**config.mk**
```make
export PLATFORM = sky130hd
export DESIGN_NAME = weight_loader
export DESIGN_NICKNAME = d
export VERILOG_FILES = /design/src/rtl/weight_loader.sv
export SDC_FILE = /design/constraint.sdc
export NUM_CORES = 1
export LEC_CHECK = 0
export CORE_UTILIZATION = 32
export CTS_CLUSTER_DIAMETER = 30
export DETAILED_ROUTE_END_ITERATION = 7
export HOLD_SLACK_MARGIN = 0.12
export PLACE_DENSITY = 0.71
export SYNTH_ARGS = -nofsm -noshare
export SYNTH_HDL_FRONTEND = slang
export SYNTH_SLANG_ARGS = --single-unit
```
**constraint.sdc**
```tcl
create_clock -name clk -period 2.8 [get_ports clk]
set_clock_uncertainty 0.2 [all_clocks]
set_input_delay 0.7 -clock clk [delete_from_list [all_inputs] [get_ports clk]]
set_output_delay 0.7 -clock clk [all_outputs]
set_load 0.01 [all_outputs]
```
**src/rtl/weight_loader.sv**
```systemverilog
// Streams one neuron's weights into its weight memory: one registered write per handshake, done/err one cycle after the final word.
// in_ready is high only in LOAD. Define WEIGHT_LOADER_CHECKSUM_EN to require a trailing checksum word (sum of weights, not written).
module weight_loader #(
  parameter int num_weight    = 3,
  parameter int neuron_no     = 5,
  parameter int layer_no      = 1,
  parameter int address_width = 10,
  parameter int data_width    = 16
) (
  input  logic                     clk,
  input  logic                     rst_n,
  input  logic                     start,
  input  logic [7:0]               cfg_layer,
  input  logic [7:0]               cfg_neuron,
  input  logic                     abort,
  input  logic                     in_valid,
  output logic                     in_ready,
  input  logic [data_width-1:0]    in_data,
  input  logic                     in_last,
  output logic                     w_en,
  output logic [address_width-1:0] w_add,
  output logic [data_width-1:0]    w_in,
  output logic                     busy,
  output logic                     done,
  output logic                     err
);

  typedef enum logic [1:0] {IDLE, LOAD, DONE, ERR} state_t;

  localparam logic [address_width-1:0] LAST_IDX = address_width'(num_weight - 1);

  state_t                   state_q;
  logic [address_width-1:0] cnt_q, cnt_d;
  logic [address_width-1:0] w_add_q;
  logic [data_width-1:0]    w_in_q;
  logic                     in_ready_q, w_en_q, busy_q, done_q, err_q;
  logic                     id_match, hs;
`ifdef WEIGHT_LOADER_CHECKSUM_EN
  logic [data_width-1:0]    sum_q, sum_d;
  logic                     ck_q;  // all weights taken; next word is the checksum
`endif

  assign id_match = start && (cfg_layer == 8'(layer_no)) && (cfg_neuron == 8'(neuron_no));
  assign hs       = in_valid && in_ready_q;
  assign cnt_d    = cnt_q + address_width'(1);
`ifdef WEIGHT_LOADER_CHECKSUM_EN
  assign sum_d    = sum_q + in_data;
`endif

  always_ff @(posedge clk) begin
    if (!rst_n) begin
      state_q    <= IDLE;
      cnt_q      <= '0;
      w_add_q    <= '0;
      w_in_q     <= '0;
      in_ready_q <= 1'b0;
      w_en_q     <= 1'b0;
      busy_q     <= 1'b0;
      done_q     <= 1'b0;
      err_q      <= 1'b0;
`ifdef WEIGHT_LOADER_CHECKSUM_EN
      sum_q      <= '0;
      ck_q       <= 1'b0;
`endif
    end else begin
      w_en_q <= 1'b0;
      done_q <= 1'b0;
      if (abort) begin
        state_q    <= IDLE;
        cnt_q      <= '0;
        in_ready_q <= 1'b0;
        busy_q     <= 1'b0;
`ifdef WEIGHT_LOADER_CHECKSUM_EN
        ck_q       <= 1'b0;
`endif
      end else begin
        case (state_q)
          IDLE, ERR: begin
            if (id_match) begin
              state_q    <= LOAD;
              cnt_q      <= '0;
              err_q      <= 1'b0;
              in_ready_q <= 1'b1;
              busy_q     <= 1'b1;
`ifdef WEIGHT_LOADER_CHECKSUM_EN
              sum_q      <= '0;
              ck_q       <= 1'b0;
`endif
            end
          end
          LOAD: begin
            if (hs) begin
`ifdef WEIGHT_LOADER_CHECKSUM_EN
              if (ck_q) begin
                in_ready_q <= 1'b0;
                busy_q     <= 1'b0;
                ck_q       <= 1'b0;
                if (in_last && (in_data == sum_q)) begin
                  state_q <= DONE;
                  done_q  <= 1'b1;
                end else begin
                  state_q <= ERR;
                  err_q   <= 1'b1;
                end
              end else begin
                w_en_q  <= 1'b1;
                w_add_q <= cnt_q;
                w_in_q  <= in_data;
                cnt_q   <= cnt_d;
                sum_q   <= sum_d;
                if (in_last) begin
                  state_q    <= ERR;
                  err_q      <= 1'b1;
                  in_ready_q <= 1'b0;
                  busy_q     <= 1'b0;
                end else if (cnt_q == LAST_IDX) begin
                  ck_q <= 1'b1;
                end
              end
`else
              w_en_q  <= 1'b1;
              w_add_q <= cnt_q;
              w_in_q  <= in_data;
              cnt_q   <= cnt_d;
              if (in_last || (cnt_q == LAST_IDX)) begin
                in_ready_q <= 1'b0;
                busy_q     <= 1'b0;
                if (in_last && (cnt_q == LAST_IDX)) begin
                  state_q <= DONE;
                  done_q  <= 1'b1;
                end else begin
                  state_q <= ERR;
                  err_q   <= 1'b1;
                end
              end
`endif
            end
          end
          DONE:    state_q <= IDLE;
          default: state_q <= IDLE;
        endcase
      end
    end
  end

  assign in_ready = in_ready_q;
  assign w_en     = w_en_q;
  assign w_add    = w_add_q;
  assign w_in     = w_in_q;
  assign busy     = busy_q;
  assign done     = done_q;
  assign err      = err_q;

endmodule

```
Word-level counts from Yosys, hierarchy flattened
Cells that the tools add are included.
W data, S select, Z words.

storage, ports and cells
  output and inout port bits = 31
  word-level logic and storage cells = 59
  bits of input ports = 38
  bits in registers = 42
  memory bits (read-only) = 0
  memories = 0
  latch bits = 0
  bits in writable memories = 0

operators by class
  shift operators = 0
  magnitude comparators = 0
  divide/modulo/power cells = 0
  reductions and logical operators = 16
  $mul = 0
  bitwise operators = 5
  eq/ne operators = 10
  $add $sub $neg = 1
  mux-type cells = 19

operators with widths
  kind                     number
  $mux W10                 2
  $pmux W10 S2             1
  $add A10 B1 Y10 const B  1
  $eq A10 B2 Y1 const B    1
  $mux W1                  10
  $reduce_and A3 Y1        3
  $eq A8 B1 Y1 const B     1
  $eq A8 B3 Y1 const B     1
  $ne A2 B2 Y1 const B     4
  $mux W2                  3
  $pmux W2 S3              1
  $reduce_and A6 Y1        1
  $not A1 Y1               5
  $reduce_or A5 Y1         1
  $eq A2 B2 Y1 const B     2
  $logic_and A1 B1 Y1      4
  $pmux W1 S2              2
  $reduce_and A4 Y1        1
  $reduce_or A2 Y1         2
  $reduce_or A3 Y1         1
  $eq A2 B1 Y1 const B     1
  $logic_not A2 Y1         1
  $reduce_bool A2 Y1       1
  $logic_or A1 B1 Y1       1

Longest topological paths before layout
Gate-level depths: netlist of the first run.

  depth after elaboration = 6
  gate-level depth with buffers = 9
  mapped depth without buffers = 7

Worst setup path before layout of the first run
Ideal clock, no wire load.

  path kind = input-to-reg
  start = input port cfg_layer[0]
  end = register cnt_q[8]
  arrival time = 1,971 ps
  stages = 5
  required time = 2,526 ps
  library setup time = 74 ps
  path buffers = 0
  slack = 555 ps
  cell sequence = or2b_1 > nor4b_4 > a21oi_2 > or4_1 > a31oi_1

on the way
  cells in the longest elaborated chain, start to end = 5

ends and longest elaborated chain
  item                                line  RTL
  from (decl)                         13    input logic [7:0] cfg_layer,
  $eq A8 B1 Y1                        43    assign id_match = start && (cfg_layer == 8'(layer_no)) && (cfg_neuron == 8'(neuron_no));
  $logic_and A1 B1 Y1 (2 in series)   43
  $ne A2 B2 Y1 (no source line)       -
  $reduce_and A3 Y1 (no source line)  -
  to (signal assigned)                124   cnt_q <= cnt_d;
  to (decl)                           33    logic [address_width-1:0] cnt_q, cnt_d;

Every way passes these cells.
A chain may end at the register's enable or synchronous reset.

Worst setup path after layout of the first run
  start = input port cfg_layer[3]
  end = register cnt_q[7]

Same word-level chain as after synthesis.

==> results of run 1 <==
==> area by class of cell <==
type / instances / area (um2) / share of cell area
timing repair buffer: 76 / 741 / 0.260
tap: 75 / 93.8 / 0.0330
inverter: 7 / 26.3 / 0.00924
clock inverter: 2 / 12.5 / 0.00440
clock buffer: 6 / 82.6 / 0.0290
sequential: 42 / 841 / 0.296
multi-input combinational: 167 / 1050 / 0.368
==> cell usage in the layout, fill, tap and decap left out, drive strengths merged, types with 2 or more instances in the layout <==
cell type       n
inv             7
or3             3
a21oi           3
buf             8
nor3            9
nand3           5
nor2b           2
mux2i           7
or4             3
nand2          67
a21boi         27
nor4b           2
clkdlybuf4s50  68
or2             2
dfxtp          42
ha              5
a41o            3
and3            3
a31oi           3
clkbuf          6
nor4            2
nand3b          2
nor2            3
==> layer usage <==
layer  share of wire  track usage
met3           0.057       0.0364
met1            0.48        0.196
met5               0            0
met2            0.46        0.242
met4               0       0.0339
==> worst reg2reg max path, cell delays in order, from the launching register on <==
cell and delay, ns:
dfxtp_1 0.43, ha_1 0.22, and3_1 0.22, nand3_1 0.13, or2_2 0.32, or4_1 0.39
a31oi_1 0.16
==> stage by stage <==
stage                     area (um2)  setup TNS, ns
after floorplan                 1980              0
after global placement          2750              0
after detailed placement        2750       -0.00495
after CTS                       2840              0
after global routing            2840              0
final                           2840              0
==> registers in the layout, summed over array words and instances, names as in the netlist <==
name / cells
w_in: 16
busy: 1
state_q: 2
w_add: 10
err: 1
done: 1
w_en: 1
cnt_q: 10
==> power breakdown <==
part / switching (mW) / internal (mW) / leakage, nW
clock network: 0.204 / 0.198 / 0.0472
registers: 0.00000111 / 0.597 / 0.338
logic: 0.0230 / 0.0566 / 0.611
total: 0.227 / 0.851 / 0.996
==> cells by family (layout without fill, tap and decap cells) <==
kind of cell / count (synthesis) / count (layout) / synth area share
AOI/OAI and AO/OA: 44 / 44 / 0.175
adders and majority gates: 5 / 5 / 0.0316
buffers and inverters: 23 / 91 / 0.0499
DFF: 42 / 42 / 0.425
muxes: 7 / 7 / 0.0354
and+or+nand+nor: 111 / 111 / 0.284
==> how the worst max path moves through the flow <==
stage / cells past startpoint / slack (ns) / to / startpoint
2_1_floorplan: 5 / 0.56 / cnt_q[8] / cfg_layer[0]
3_3_place_gp: 6 / 0.05 / cnt_q[8] / cfg_layer[0]
3_5_place_dp: 6 / -0.005 / cnt_q[7] / cfg_layer[3]
4_1_cts: 6 / 0.29 / cnt_q[7] / cfg_layer[3]
5_1_grt: 6 / 0.20 / cnt_q[7] / cfg_layer[3]
6_report: 6 / 0.31 / cnt_q[7] / cfg_layer[3]
==> reports/metrics.csv, run 1 <==
stage,metric,value,unit
timing,final hold vios,0,
layout,Syn-to-layout area delta,43.6,%
cts,CTS H-tree depth,2,
logic_synthesis,Mapped Cells,232,
floorplanning,Core ar.,5960,um2
worst_setup_path,Worst R2R Setup Slack,0.67,ns
layout,"Core Util, Final",0.478,
pwr,maximum VDD drop,0.258,mV
logic_synthesis,most area-consuming cells after synthesis,"dfxtp_1, nand2_1, a21boi_1",
floorplanning,die height,80.7,um
logic_synthesis,ys flop type,dfxtp_1,
hold_path,Hold Crit Class,reg -> reg,
global_route,global route total overflow,0,
worst_setup_path,crit path DAT,2.51,ns
cts,PostCTS Resize Cnt,0,
timing,Final min period,2.49,ns
logic_synthesis,synthesized area per cell,8.54,um2
routing,"antenna viol nets, final",0,
logic_synthesis,Syn Std Cell Area,1980,um2
layout,Layout fillers,570,
cts,CTS tree,done,
placement,pre-CTS WS,-0.00495,ns
routing,DRT iter0 DRCs,79,
timing,Max transition margin,0.665,
routing,via count,1832,
pwr,pwr/cell area,379,nW/um2
logic_synthesis,Synth cell types,46,
timing,Max Fclk,402,MHz
worst_setup_path,Setup CP Type,in -> reg,
worst_setup_path,critical path's largest stage delay,0.48,ns
placement,Port Buffer Count,68,
cts,total CTS buffers,5,
pwr,Total Power,1.08,mW
layout,# nets final,342,
worst_setup_path,Critical path buffers and inverters,1,
job,Max-Cap Viols,0,
timing,# setup viols final,0,
hold_path,Hold Path Origin,w_in[1],
placement,DPL Wire Length,3240,um
timing,Min Hold Slack,0.255,ns
worst_setup_path,"CP delay by family, top",simple AND/OR/NAND/NOR gates,
worst_setup_path,element type at the critical path end,flop,
logic_synthesis,"area leader, netlist",dfxtp_1,
worst_setup_path,CP max stage cell,or4b_1,
hold_path,Worst Hold Path EP,w_in[1],
global_route,Tot GR Track Use,0.149,
cts,clk slew on worst S/H paths,0.08,ns
worst_setup_path,reg2reg path depth,6,
logic_synthesis,synthesized net count,275,
logic_synthesis,Synth Warn #,0,
pwr,P_leak,0.996,nW
logic_synthesis,top-count cell post-synth,nand2_1,
routing,routed wire length,4600,um
logic_synthesis,register area share after synthesis,0.425,
layout,share of cells above drive strength 1,0.0767,
worst_setup_path,cells along the critical path,clkdlybuf4s50_1 -> nor4_4 -> nor4b_4 -> a21oi_2 -> or4b_1 -> a31oi_1,
floorplanning,Die Wd,80.7,um
cts,Skew-Pair Late Insertion Delay,0.28,ns
worst_setup_path,CP Launch Type,primary input,
logic_synthesis,Yosys top cell area share,0.425,
routing,drt wl/cell,12.3,um
layout,Layout Cells excl Fill,375,
worst_setup_path,RR Endpoint,cnt_q[8],
timing,actual slew at the worst max-slew pin,0.499,ns
global_route,largest net degree at the start of global routing,30,
cts,Sink Count,42,
global_route,number of global-route vias before repair,1671,
floorplanning,I/O pins,69,
timing,final worst path period share,0.889,
logic_synthesis,register bit count reported by yosys,42,
timing,Final WS setup,0.311,ns
routing,drt via density,4.89,
logic_synthesis,"EDFF count, synth",0,
cts,"Setup Fix Bufs, Post-CTS",0,
worst_setup_path,Worst R2R Start,cnt_q[0],
floorplanning,cell row count,28,
cts,CTS Buffer Depth,2,
worst_setup_path,Crit path required time,2.82,ns
logic_synthesis,Synth top cells by count,"nand2_1, dfxtp_1, a21boi_1",
routing,Remaining DRCs,0,
timing,pins over their slew limit,0,
layout,n_diodes,0,
floorplanning,Die ar.,6510,um2
floorplanning,initial core utilization,0.333,
placement,Post-Place Cells,367,
timing,RSZ-0062 raised after global routing,no,
logic_synthesis,asr flop ratio synth,0,
placement,GP Congestion,0.829,
global_route,first-pass GRT wire length,7620,um
global_route,initial antenna violation count,0,
cts,clock root buffer,clkbuf_8,
hold_path,Worst Hold Depth,2,
worst_setup_path,CP max FO,8,
cts,hold bufs inserted after CTS,0,
status,status,completed,
routing,router iterations before antenna repair,4,
Power figures use the tool's default switching activity.
==> run 2, diff against run 1 <==
clock period = 2.7 ns   (was 2.8 ns; I/O delays follow)
==> run 2 against run 1 <==
  * Worst setup slack worse by 0.14 ns
  * Sequential power is 3.7% higher
  * Critical path depth stayed put
  * Worst hold slack better by 0.0013 ns
  * Flip-flop and latch count stayed put
  * Core utilization is 0.97 points higher
  * Non-clock buffer count is 2 higher
==> reports/metrics.csv, run 2 (same netlist as run 1, synthesis figures left out) <==
stage,metric,value,unit,change
layout,max reg flops,16,,unchanged
routing,drt via density,4.90,,+0.28%
cts,CTS H-tree depth,2,,unchanged
worst_setup_path,Crit path required time,2.72,ns,-0.10 ns
hold_path,Hold Crit Class,reg -> reg,,
pwr,Total Power,1.29,mW,+20%
layout,n_diodes,0,,unchanged
timing,RSZ-0062 raised after global routing,no,,
pwr,P_leak,1.03,nW,+3.2%
placement,GP Congestion,0.799,,-3.7%
worst_setup_path,reg2reg path depth,8,,+2
worst_setup_path,element type at the critical path end,flop,,
placement,DPL Wire Length,3370,um,+4.1%
cts,PostCTS Resize Cnt,0,,unchanged
pwr,pwr/cell area,446,nW/um2,+18%
global_route,number of global-route vias before repair,1735,,+3.8%
routing,routed wire length,4740,um,+3.1%
worst_setup_path,RR Endpoint,cnt_q[4],,
pwr,maximum VDD drop,0.363,mV,+41%
global_route,Tot GR Track Use,0.154,,+0.00502
layout,"most common cell after layout, fill and taps aside",clkdlybuf4s50_1,,
routing,"antenna viol nets, final",0,,unchanged
placement,Post-Place Cells,369,,+0.54%
worst_setup_path,Worst R2R Start,state_q[1],,
cts,Skew-Pair Late Insertion Delay,0.29,ns,about the same
routing,router iterations before antenna repair,4,,unchanged
timing,actual slew at the worst max-slew pin,0.538,ns,+0.0391 ns
layout,Syn-to-layout area delta,46.5,%,
hold_path,Worst Hold Depth,2,,unchanged
cts,Sink Count,42,,unchanged
routing,Remaining DRCs,0,,unchanged
cts,clock root buffer,clkbuf_8,,
floorplanning,Core ar.,5960,um2,unchanged
timing,Max transition margin,0.641,,-0.0238
routing,DRT iter0 DRCs,74,,-6.3%
cts,hold bufs inserted after CTS,0,,unchanged
layout,Layout Cells excl Fill,377,,+0.53%
worst_setup_path,Setup CP Type,in -> reg,,
cts,CTS Buffer Depth,2,,unchanged
routing,drt wl/cell,12.6,um,+2.5%
floorplanning,initial core utilization,0.333,,unchanged
status,status,completed,,
floorplanning,die height,80.7,um,unchanged
placement,Port Buffer Count,68,,unchanged
floorplanning,Die ar.,6510,um2,unchanged
global_route,global route total overflow,0,,unchanged
hold_path,Worst Hold Path EP,w_in[8],,
worst_setup_path,CP Launch Type,primary input,,
cts,CTS tree,done,,
cts,total CTS buffers,5,,unchanged
floorplanning,I/O pins,69,,unchanged
timing,pins over their slew limit,0,,unchanged
job,Max-Cap Viols,0,,unchanged
layout,"commonest cells after routing, fill and taps aside","clkdlybuf4s50_1, nand2_1, dfxtp_1, a21boi_1, buf_4",,
global_route,largest net degree at the start of global routing,30,,unchanged
timing,Max Fclk,395,MHz,
routing,via count,1847,,+0.82%
worst_setup_path,Worst R2R Setup Slack,0.46,ns,-0.21 ns
timing,Min Hold Slack,0.256,ns,+0.00127 ns
global_route,first-pass GRT wire length,7860,um,+3.1%
worst_setup_path,crit path DAT,2.56,ns,+0.05 ns
hold_path,Hold Path Origin,w_in[8],,
worst_setup_path,CP max FO,12,,+4
timing,Final min period,2.53,ns,
layout,# nets final,344,,+0.58%
cts,"Setup Fix Bufs, Post-CTS",0,,unchanged
cts,clk slew on worst S/H paths,0.09,ns,about the same
global_route,initial antenna violation count,0,,unchanged
floorplanning,Die Wd,80.7,um,unchanged
floorplanning,cell row count,28,,unchanged
layout,share of cells above drive strength 1,0.0828,,+0.00611
timing,# setup viols final,0,,unchanged
timing,final worst path period share,0.938,,
timing,final hold vios,0,,unchanged
## run 2: per-stage QoR
step                instance area, um2  worst slack (ns)  utilization  TNS, ns
floorplan                         1980             0.480            -        0
detailed placement                2760            -0.118        0.464   -0.448
CTS                               2900             0.181        0.487        0
finish                            2900             0.166        0.487        0
global route                      2900            0.0574        0.487        0
global placement                  2760           -0.0672        0.464   -0.254
## run 2: worst max path at each step
stage	slack (ns)	from	depth (start not counted)	endpoint
after floorplan	0.48	cfg_layer[0]	5	cnt_q[8]
after global placement	-0.07	cfg_layer[0]	6	cnt_q[8]
after detailed placement	-0.12	cfg_layer[3]	6	cnt_q[8]
after CTS	0.18	cfg_layer[0]	6	cnt_q[7]
after global routing	0.06	cfg_layer[0]	6	cnt_q[7]
final	0.17	cfg_layer[0]	6	cnt_q[7]
## run 2: cell type report
class                           count  area [um2]
Timing Repair Buffer               78         756
Tap cell                           75        93.8
Sequential cell                    42         841
Clock inverter                      3        68.8
Multi-Input combinational cell    167        1050
Fill cell                         577        3050
Clock buffer                        5        68.8
Inverter                            7        26.3
## run 2: layer usage
layer | track usage | vias up | routed length [um]
li1 | - | 938 | -
met2 | 0.261 | 45 | 2220
met5 | 0 | - | 0
met3 | 0.0352 | 2 | 295
met1 | 0.197 | 862 | 2220
met4 | 0.0321 | 0 | 8
## run 2: report_power, final
group / switching [mW] / total (mW) / internal, mW
sequential: 0.00000120 / 0.619 / 0.619
combinational: 0.0243 / 0.0844 / 0.0600
clock: 0.220 / 0.591 / 0.370
## run 2: worst max-delay path, stage by stage
cell and delay [ns]:
clkdlybuf4s50_1 0.48, or2b_1 0.27, nor4b_4 0.27, a21oi_2 0.19
or4b_1 0.49, a31oi_1 0.18
==> run 3, diff against run 2 <==
HOLD_SLACK_MARGIN = 0.06   (was 0.12)
==> results of run 3 <==
Final layout, timing and power as in run 2 (identical DEF).
